**config.mk**
```make
export PLATFORM = sky130hd
export DESIGN_NAME = vga_pattern_gen
export DESIGN_NICKNAME = d
export VERILOG_FILES = /design/src/rtl/vga_tp_pkg.sv /design/src/rtl/tp_bar_counter.sv /design/src/rtl/vga_pattern_gen.sv
export SDC_FILE = /design/constraint.sdc
export NUM_CORES = 1
export LEC_CHECK = 0
export CAP_MARGIN = 20
export CORE_ASPECT_RATIO = 1.75
export CORE_MARGIN = 5
export CORE_UTILIZATION = 40
export CTS_CLUSTER_SIZE = 14
export DETAILED_ROUTE_END_ITERATION = 7
export DONT_BUFFER_PORTS = 1
export MAX_ROUTING_LAYER = met4
export SETUP_SLACK_MARGIN = 0.4
export SYNTH_ARGS = -nofsm -noshare
export SYNTH_HDL_FRONTEND = slang
export SYNTH_SLANG_ARGS = --single-unit
```
**constraint.sdc**
```tcl
create_clock -name clk -period 4.25 [get_ports clk]
set_input_delay 0.85 -clock clk [delete_from_list [all_inputs] [get_ports clk]]
set_output_delay 0.85 -clock clk [all_outputs]
set_load 0.02 [all_outputs]
```
**src/rtl/vga_tp_pkg.sv**
```systemverilog
// Shared mode encoding and bar colour helper
// for the VGA test-pattern generator.
package vga_tp_pkg;

    localparam int MODE_W = 2;

    typedef enum logic [MODE_W-1:0] {
        MODE_VBARS   = 2'd0,
        MODE_HBARS   = 2'd1,
        MODE_CHECKER = 2'd2,
        MODE_SCROLL  = 2'd3
    } mode_e;

    // Bar i shows colour (i+1) mod 2^rgb_w; callers truncate to their width.
    function automatic logic [15:0] bar_colour(
        input logic [4:0] idx,
        input int         rgb_w
    );
        logic [15:0] c;
        c = 16'(idx) + 16'd1;
        return c & 16'((32'd1 << rgb_w) - 32'd1);
    endfunction

endpackage

```
**src/rtl/tp_bar_counter.sv**
```systemverilog
// Incremental bar-index tracker for a raster coordinate;
// re-zeros whenever the coordinate is 0, saturates at NUM-1.
module tp_bar_counter #(
    parameter  int LEN = 80,
    parameter  int NUM = 8,
    parameter  int CW  = 10,
    localparam int IW  = (NUM > 1) ? $clog2(NUM) : 1,
    localparam int OW  = (LEN > 1) ? $clog2(LEN) : 1
) (
    input  logic          clk,
    input  logic          reset,
    input  logic [CW-1:0] coord_i,
    input  logic          step_i,
    output logic [IW-1:0] idx_o
);

    logic [IW-1:0] idx_q, idx_d, base_idx;
    logic [OW-1:0] off_q, off_d, base_off;
    logic          at_zero;

    // State describes the coordinate expected next; coordinate 0 overrides it.
    assign at_zero  = (coord_i == '0);
    assign base_idx = at_zero ? '0 : idx_q;
    assign base_off = at_zero ? '0 : off_q;
    assign idx_o    = base_idx;

    always_comb begin
        idx_d = idx_q;
        off_d = off_q;
        if (step_i) begin
            idx_d = base_idx;
            off_d = base_off;
            if (base_idx != IW'(NUM - 1)) begin
                if (base_off == OW'(LEN - 1)) begin
                    idx_d = base_idx + IW'(1);
                    off_d = '0;
                end else begin
                    off_d = base_off + OW'(1);
                end
            end
        end
    end

    always_ff @(posedge clk or negedge reset) begin
        if (!reset) begin
            idx_q <= '0;
            off_q <= '0;
        end else begin
            idx_q <= idx_d;
            off_q <= off_d;
        end
    end

endmodule

```
**src/rtl/vga_pattern_gen.sv**
```systemverilog
// Multi-mode VGA test-pattern generator: bars, checkerboard, scrolling bars
// with frame-synchronous mode switching and optional auto-cycling.
module vga_pattern_gen
    import vga_tp_pkg::*;
#(
    parameter int H_ACTIVE    = 640,
    parameter int V_ACTIVE    = 480,
    parameter int NUM_BARS    = 8,
    parameter int RGB_W       = 3,
    parameter int CHECK_LOG2  = 5,
    parameter int AUTO_FRAMES = 120,
    parameter int SCROLL_DIV  = 4
) (
    input  logic             clk,
    input  logic             reset,
    input  logic             p_tick,
    input  logic             video_on,
    input  logic [9:0]       pix_x,
    input  logic [9:0]       pix_y,
    input  logic             mode_next,
    input  logic             auto_en,
    output logic [RGB_W-1:0] rgb,
    output logic [1:0]       mode
);

    localparam int BAR_W = H_ACTIVE / NUM_BARS;
    localparam int BAR_H = V_ACTIVE / NUM_BARS;
    localparam int BW    = $clog2(NUM_BARS);
    localparam int FW    = (AUTO_FRAMES > 1) ? $clog2(AUTO_FRAMES) : 1;
    localparam int DW    = (SCROLL_DIV > 1) ? $clog2(SCROLL_DIV) : 1;

    logic [BW-1:0]    bx, by;
    logic             frame_tick, advance;
    mode_e            mode_q, mode_d;
    logic [FW-1:0]    fcnt_q, fcnt_d;
    logic [DW-1:0]    div_q, div_d;
    logic [BW-1:0]    soff_q, soff_d;
    logic             pend_q, pend_d;
    logic [RGB_W-1:0] rgb_q, rgb_d, pat;
    logic [BW:0]      ssum;

    tp_bar_counter #(.LEN(BAR_W), .NUM(NUM_BARS), .CW(10)) u_xcnt (
        .clk    (clk),
        .reset  (reset),
        .coord_i(pix_x),
        .step_i (p_tick),
        .idx_o  (bx)
    );

    tp_bar_counter #(.LEN(BAR_H), .NUM(NUM_BARS), .CW(10)) u_ycnt (
        .clk    (clk),
        .reset  (reset),
        .coord_i(pix_y),
        .step_i (p_tick && (pix_x == 10'(H_ACTIVE - 1))),
        .idx_o  (by)
    );

    assign frame_tick = p_tick && (pix_x == '0) && (pix_y == '0);
    assign advance    = pend_q | mode_next
                      | (auto_en && (fcnt_q == FW'(AUTO_FRAMES - 1)));

    always_comb begin
        mode_d = mode_q;
        fcnt_d = fcnt_q;
        div_d  = div_q;
        soff_d = soff_q;
        pend_d = pend_q | mode_next;
        if (frame_tick) begin
            if (advance) begin
                mode_d = mode_e'(mode_q + MODE_W'(1));
                fcnt_d = '0;
                pend_d = 1'b0;
                soff_d = '0;
                div_d  = '0;
            end else begin
                if (fcnt_q != FW'(AUTO_FRAMES - 1))
                    fcnt_d = fcnt_q + FW'(1);
                if (mode_q == MODE_SCROLL) begin
                    if (div_q == DW'(SCROLL_DIV - 1)) begin
                        div_d  = '0;
                        soff_d = (soff_q == BW'(NUM_BARS - 1))
                               ? '0 : soff_q + BW'(1);
                    end else begin
                        div_d = div_q + DW'(1);
                    end
                end
            end
        end
    end

    // Render with next-state mode/offset so the frame_tick pixel matches its frame.
    always_comb begin
        ssum = {1'b0, bx} + {1'b0, soff_d};
        if (ssum >= (BW + 1)'(NUM_BARS))
            ssum = ssum - (BW + 1)'(NUM_BARS);
        pat = '0;
        unique case (mode_d)
            MODE_VBARS:   pat = RGB_W'(bar_colour(5'(bx), RGB_W));
            MODE_HBARS:   pat = RGB_W'(bar_colour(5'(by), RGB_W));
            MODE_CHECKER: pat = {RGB_W{pix_x[CHECK_LOG2] ^ pix_y[CHECK_LOG2]}};
            MODE_SCROLL:  pat = RGB_W'(bar_colour(5'(ssum[BW-1:0]), RGB_W));
        endcase
        rgb_d = rgb_q;
        if (p_tick)
            rgb_d = video_on ? pat : '0;
    end

    always_ff @(posedge clk or negedge reset) begin
        if (!reset) begin
            mode_q <= MODE_VBARS;
            fcnt_q <= '0;
            div_q  <= '0;
            soff_q <= '0;
            pend_q <= 1'b0;
            rgb_q  <= '0;
        end else begin
            mode_q <= mode_d;
            fcnt_q <= fcnt_d;
            div_q  <= div_d;
            soff_q <= soff_d;
            pend_q <= pend_d;
            rgb_q  <= rgb_d;
        end
    end

    assign rgb  = rgb_q;
    assign mode = mode_q;

endmodule

```
# Yosys cells after proc, flatten, opt, wreduce, memory -nomap -nowiden
# Cells that the tools add are included.
dict set report totals {
  word_cells 80
  regBits 37
  output_inout_bits 5
  in_bits 26
}
dict set report classes {
  addsub 13
  order_cmp 1
  n_bitwise 3
  eq_ne 13
  n_reduce_logical 11
  mux 29
}
# operator n
set ops {}
lappend ops {{2-to-1 mux 3 bit} 13}
lappend ops {{2-to-1 mux 7 bit} 5}
lappend ops {{logical NOT 10 bit} 2}
lappend ops {{adder 3 x 1 -> 3 bit (second input constant)} 6}
lappend ops {{2-to-1 mux 6 bit} 3}
lappend ops {{adder 7 x 1 -> 7 bit (second input constant)} 2}
lappend ops {{equality test 7 bit (second input constant)} 2}
lappend ops {{one-hot mux 3 bit (4 select lines)} 1}
lappend ops {{equality test 10 bit (second input constant)} 1}
lappend ops {{2-to-1 mux 2 bit} 5}
lappend ops {{equality test 2 bit (second input constant)} 4}
lappend ops {{inequality test 7 bit (second input constant)} 1}
lappend ops {{adder 6 x 1 -> 6 bit (second input constant)} 1}
lappend ops {{equality test 6 bit (second input constant)} 1}
lappend ops {{inequality test 3 bit (second input constant)} 2}
lappend ops {{adder 2 x 1 -> 2 bit (second input constant)} 2}
lappend ops {{adder 3 x 3 -> 4 bit} 1}
lappend ops {{greater-or-equal comparator 4 bit (second input constant)} 1}
lappend ops {{logical AND 1 bit} 4}
lappend ops {{AND reduction 2 bit} 2}
lappend ops {{nonzero test 2 bit} 2}
lappend ops {{equality test 3 bit (second input constant)} 1}
lappend ops {{subtractor 3 x 1 -> 3 bit (second input constant)} 1}
lappend ops {{equality test 2 x 1 -> 1 bit (second input constant)} 1}
lappend ops {{4 further kinds} 6}

# Depth between registers and ports, before layout
dict set report depth {
  ltp_word 12
  depth_mapped 15
  depth_no_buf 14
}

# Cells and area by module
# From an unflattened synthesis, not the netlist that was laid out.
dict set report hier_totals {
  hier_cells 238
  hier_area_um2 2418.6
}
# mod cells_each instances seq_area_each_um2 area_each_um2
set by_module_without_submodules {}
lappend by_module_without_submodules {vga_pattern_gen 120 1 450.4 1173.6}
lappend by_module_without_submodules {{tp_bar_counter at u_xcnt} 62 1 250.2 659.4}
lappend by_module_without_submodules {{tp_bar_counter at u_ycnt} 56 1 225.2 585.6}

# Worst setup path before layout
# No wires, ideal clock.
dict set report synth_timing {
  path_kind {input to register}
  startpoint {input port pix_x[1]}
  endpoint {register rgb_q[2], in the netlist rgb[2]}
  t_required_ns 4.119
  slack_ns -0.035
  setup_ns 0.131
  t_arrival_ns 4.153
  n_path_buf 1
  cell_stages 15
  path_cell_list {or4_1 buf_2 nor4_1 and2_1 nand2_1 nor4_1 a21o_1 ha_1 fa_1 ha_1 xor2_1 xnor2_1 o2111a_1 o311ai_0 o21ai_0}
}
dict set report synth_between {
  elab_chain_cells 10
  elab_cells_between_ends 18
  classes_between {4 x add/sub; 1 x order compare; 3 x eq/ne; 6 x mux; 4 x reduce/logical}
}
# element line
set synth_lines {}
lappend synth_lines {{start, declared} vga_pattern_gen.sv:18} ;# input logic [9:0] pix_x,
lappend synth_lines {{logical NOT 10 bit *} vga_pattern_gen.sv:58} ;# assign frame_tick = p_tick && (pix_x == '0) && (pix_y == '0);
lappend synth_lines {{logical AND 1 bit * (2 in a row)} vga_pattern_gen.sv:58}
lappend synth_lines {{2-to-1 mux 3 bit *} vga_pattern_gen.sv:68} ;# if (frame_tick) begin
lappend synth_lines {{net soff_d[0]} vga_pattern_gen.sv:37} ;# logic [BW-1:0] soff_q, soff_d;
lappend synth_lines {{adder 3 x 3 -> 4 bit *} vga_pattern_gen.sv:93} ;# ssum = {1'b0, bx} + {1'b0, soff_d};
lappend synth_lines {{greater-or-equal comparator 4 bit or subtractor 3 x 1 -> 3 bit (tied branches)} {vga_pattern_gen.sv:94, vga_pattern_gen.sv:95}}
lappend synth_lines {{2-to-1 mux 3 bit *} vga_pattern_gen.sv:94} ;# if (ssum >= (BW + 1)'(NUM_BARS))
lappend synth_lines {{adder 3 x 1 -> 3 bit *} vga_tp_pkg.sv:20} ;# c = 16'(idx) + 16'd1;
lappend synth_lines {{one-hot mux 3 bit (4 select lines) *} vga_pattern_gen.sv:97} ;# unique case (mode_d)
lappend synth_lines {{2-to-1 mux 3 bit *} vga_pattern_gen.sv:105} ;# rgb_d = video_on ? pat : '0;
lappend synth_lines {{end signal, assigned} vga_pattern_gen.sv:122} ;# rgb_q <= rgb_d;
lappend synth_lines {{end, declared} vga_pattern_gen.sv:39} ;# logic [RGB_W-1:0] rgb_q, rgb_d, pat;
# Mark *: on every way through the listed nets, which the timed path passes. The rest lies on a longest branch.
# A chain may end at the register's enable or synchronous reset.

# Final worst setup path
dict set report layout_timing {
  startpoint {input port pix_x[0]}
  endpoint {register rgb_q[2], in the netlist rgb[2]}
}
# Same word-level chain as after synthesis.

==> impl_metrics.json <==
{
  "outcome": "finished, final reports clean",
  "seqPwrFrac_pct": 47.9,
  "p_leak_uw": 0.00121,
  "hold_buffers": 0,
  "critPathKind": "in2reg",
  "worst-path-buf-inv": 1,
  "synth_fp_nets": 326,
  "fin_crit_ps": 3770,
  "p_int_uw": 637,
  "clk_latency_ps": 290,
  "max_slew.worst_pin.slew_ps": 880,
  "timing.fmax_ghz": 0.265,
  "synthTopCellsByArea": "dfrtp_1 37%, o21ai_0 6.6%, ha_1 6.5%, nand2_1 5.4%, nand3_1 3.0%",
  "place_ws_ps": 2.90,
  "synth.cells.most_frequent": "37 x dfrtp_1, 36 x nand2_1, 33 x o21ai_0",
  "place_inst": 366,
  "end_kind": "flip-flop",
  "r2r_cells": 14,
  "num_rows": 38,
  "viasPerCell": 5.84,
  "drt_wl_total_um": 6380,
  "switchingPower_uw": 241,
  "rrSetupSlack_ps": 630,
  "path_cells": "or4_4 -> nor4_4 -> and2_4 -> nand2_4 -> buf_4 -> o21ai_1 -> fa_1 -> ha_2 -> xor2_1 -> xnor2_1 -> o2111a_1 -> o311ai_1 -> o21ai_1",
  "clock_sinks": 37,
  "grt_overflow_total": 0,
  "synth_seq_cells": 37,
  "swShare_pct": 27.5,
  "yosys_warnings": 0,
  "synthArstFlopShare_pct": 100,
  "yosysMostFrequentCell": "dfrtp_1",
  "routedWlPerCell_um": 16.8,
  "netlist_area_um2": 2490,
  "firstDrtPassIters": 4,
  "routabilityCongestion": 0.836,
  "cp-start-kind": "input port",
  "final_antenna_net_count": 0,
  "cts_root_buffer": "clkbuf_8",
  "yosysSeqAreaShare_pct": 37.2,
  "io_pins": 31,
  "rr_startpoint": "mode[1]",
  "num_vias": 2225,
  "critPathMaxFanout": 4,
  "ys.flop_type": "dfrtp_1",
  "powerDensity_nw_per_um2": 307,
  "synth_top_area_share_pct": 37.2,
  "post_route_cells_drive_above_1_share_pct": 14.0,
  "p_clk_share_pct": 37.0,
  "critPathArrivalTime_ps": 3950,
  "place_hpwl_um": 4880,
  "cpPeakStageDelay_ps": 540,
  "setup_viol": 0,
  "clk_pin_slew_ps": 80,
  "start_util_pct": 40.6,
  "synth_cell_types": 51,
  "htreeDepth": 2,
  "tns_ps": 0,
  "timing.rr.end": "rgb[2]",
  "rsz0062_at_grt": "true",
  "core_um2": 6130,
  "grt_pass1_wl_um": 10500,
  "yosysTopAreaCell": "dfrtp_1",
  "final.period_utilization_pct": 88.7,
  "grt_pass1_vias": 2218,
  "numCtsBuffers": 5,
  "cts_tree": "built",
  "finalMaxSlewViolations": 0,
  "peakVddDrop_v": 0.000180,
  "path_delay_family": "simple AND/OR/NAND/NOR gates",
  "dieArea_um2": 7960,
  "hp-class": "in2async",
  "route.detailed.drc": 0,
  "slowest_stage": "or4_4",
  "cap_violations": 0,
  "io_buffers": 0,
  "chipHeight_um": 114,
  "final_nets": 340,
  "cp_common_cell": "o21ai_1",
  "synth_edf_count": 0,
  "area_growth_pct": 15.1,
  "grt_max_degree": 38,
  "drtIter0Drc": 91,
  "comb_power_share_pct": 15.1,
  "hold_violations": 0,
  "clock_skew_ps": 8.92,
  "antenna_found_initial": 0,
  "grtUsageTotal_pct": 16.9,
  "syn_avg_cell_area_um2": 8.70,
  "clock_path_buffers": 2,
  "slew_headroom_pct": 40.8,
  "fin_cells": 381,
  "die_w_um": 69.6,
  "syn_inst": 286,
  "required_ps": 4430,
  "finalWorstSetupSlack_ps": 478,
  "antenna_cells": 0
}
==> flip-flops by register name (all words and copies together), names as in the netlist <==
name and count:
div_q 2, fcnt_q 7, mode 2, pend_q 1
rgb 3, soff_q 3, u_xcnt.idx_q 3, u_xcnt.off_q 7
u_ycnt.idx_q 3, u_ycnt.off_q 6
==> cell type report <==
class | count | area [um^2]
Clock inverter | 2 | 37.5
Timing Repair Buffer | 17 | 128
Multi-Input combinational cell | 231 | 1560
Inverter | 8 | 30.0
Fill cell | 583 | 3270
Clock buffer | 6 | 82.6
Sequential cell | 37 | 926
Tap cell | 80 | 100
==> worst max-delay path by stage <==
stage / startpoint / to / slack, ps / cells past startpoint
global placement: pix_x[5] / rgb[2] / 60 / 14
detailed placement: pix_x[5] / rgb[2] / 3 / 14
floorplan: pix_x[5] / rgb[2] / 170 / 14
CTS: pix_x[9] / rgb[2] / 440 / 14
finish: pix_x[0] / rgb[2] / 480 / 13
global route: pix_x[0] / rgb[2] / 310 / 14
==> what timing repair did <==
action / CTS / global route
setup endpoints to repair: 1 / 5
gates resized for setup: 1 / 2
gates cloned: 0 / 0
pin swaps: 5 / 10
setup buffers: 2 / 5
==> cells by family after synthesis <==
logic type / count (synthesis) / share of synthesized area [%]
DFF: 37 / 37.2
and+or+nand+nor: 128 / 27.0
AOI/OAI and AO/OA: 76 / 20.1
adders and majority gates: 14 / 7.34
buffers and inverters: 18 / 2.77
muxes: 5 / 2.72
xor gates and xnor gates: 8 / 2.82
==> routing by layer <==
layer / vias to the layer above / GRT usage (%) / wire, um
met5: - / - / 0
met4: 0 / 8.57 / 235
met3: 19 / 3.60 / 256
met2: 57 / 30.9 / 3510
met1: 1055 / 16.7 / 2380
li1: 1094 / - / -
==> metrics by stage <==
| stage | hold WS (ps) | util (%) | power, uW | cell area [um^2] |
|---|---|---|---|---|
| floorplan | 442 | - | 518 | 2540 |
| global placement | 464 | 43.6 | 555 | 2670 |
| detailed placement | 467 | 43.6 | 558 | 2670 |
| CTS | 230 | 45.8 | 887 | 2810 |
| global route | 222 | 46.7 | 928 | 2860 |
| finish | 241 | 46.7 | 878 | 2860 |
==> layout by cell type, fill, tap and decap left out, types with 4 or more instances in the layout <==
master,instances
a21oi_1,7
a32o_1,7
and2_1,6
and3_1,5
buf_4,17
clkbuf_8,6
dfrtp_1,37
ha_1,11
inv_1,8
nand2_1,35
nand3_1,15
nor2_1,18
nor2b_1,10
nor3_1,8
o21ai_0,31
o31ai_1,7
xnor2_1,4
xor2_1,4
==> power groups by stage <==
stage,sequential (uW),combinational (uW),clock [uW]
after CTS,420,131,336
after floorplan,417,102,0
after global routing,425,153,350
after detailed placement,427,130,0
after global placement,429,127,0
final,421,132,325
Power figures use the tool's default switching activity.
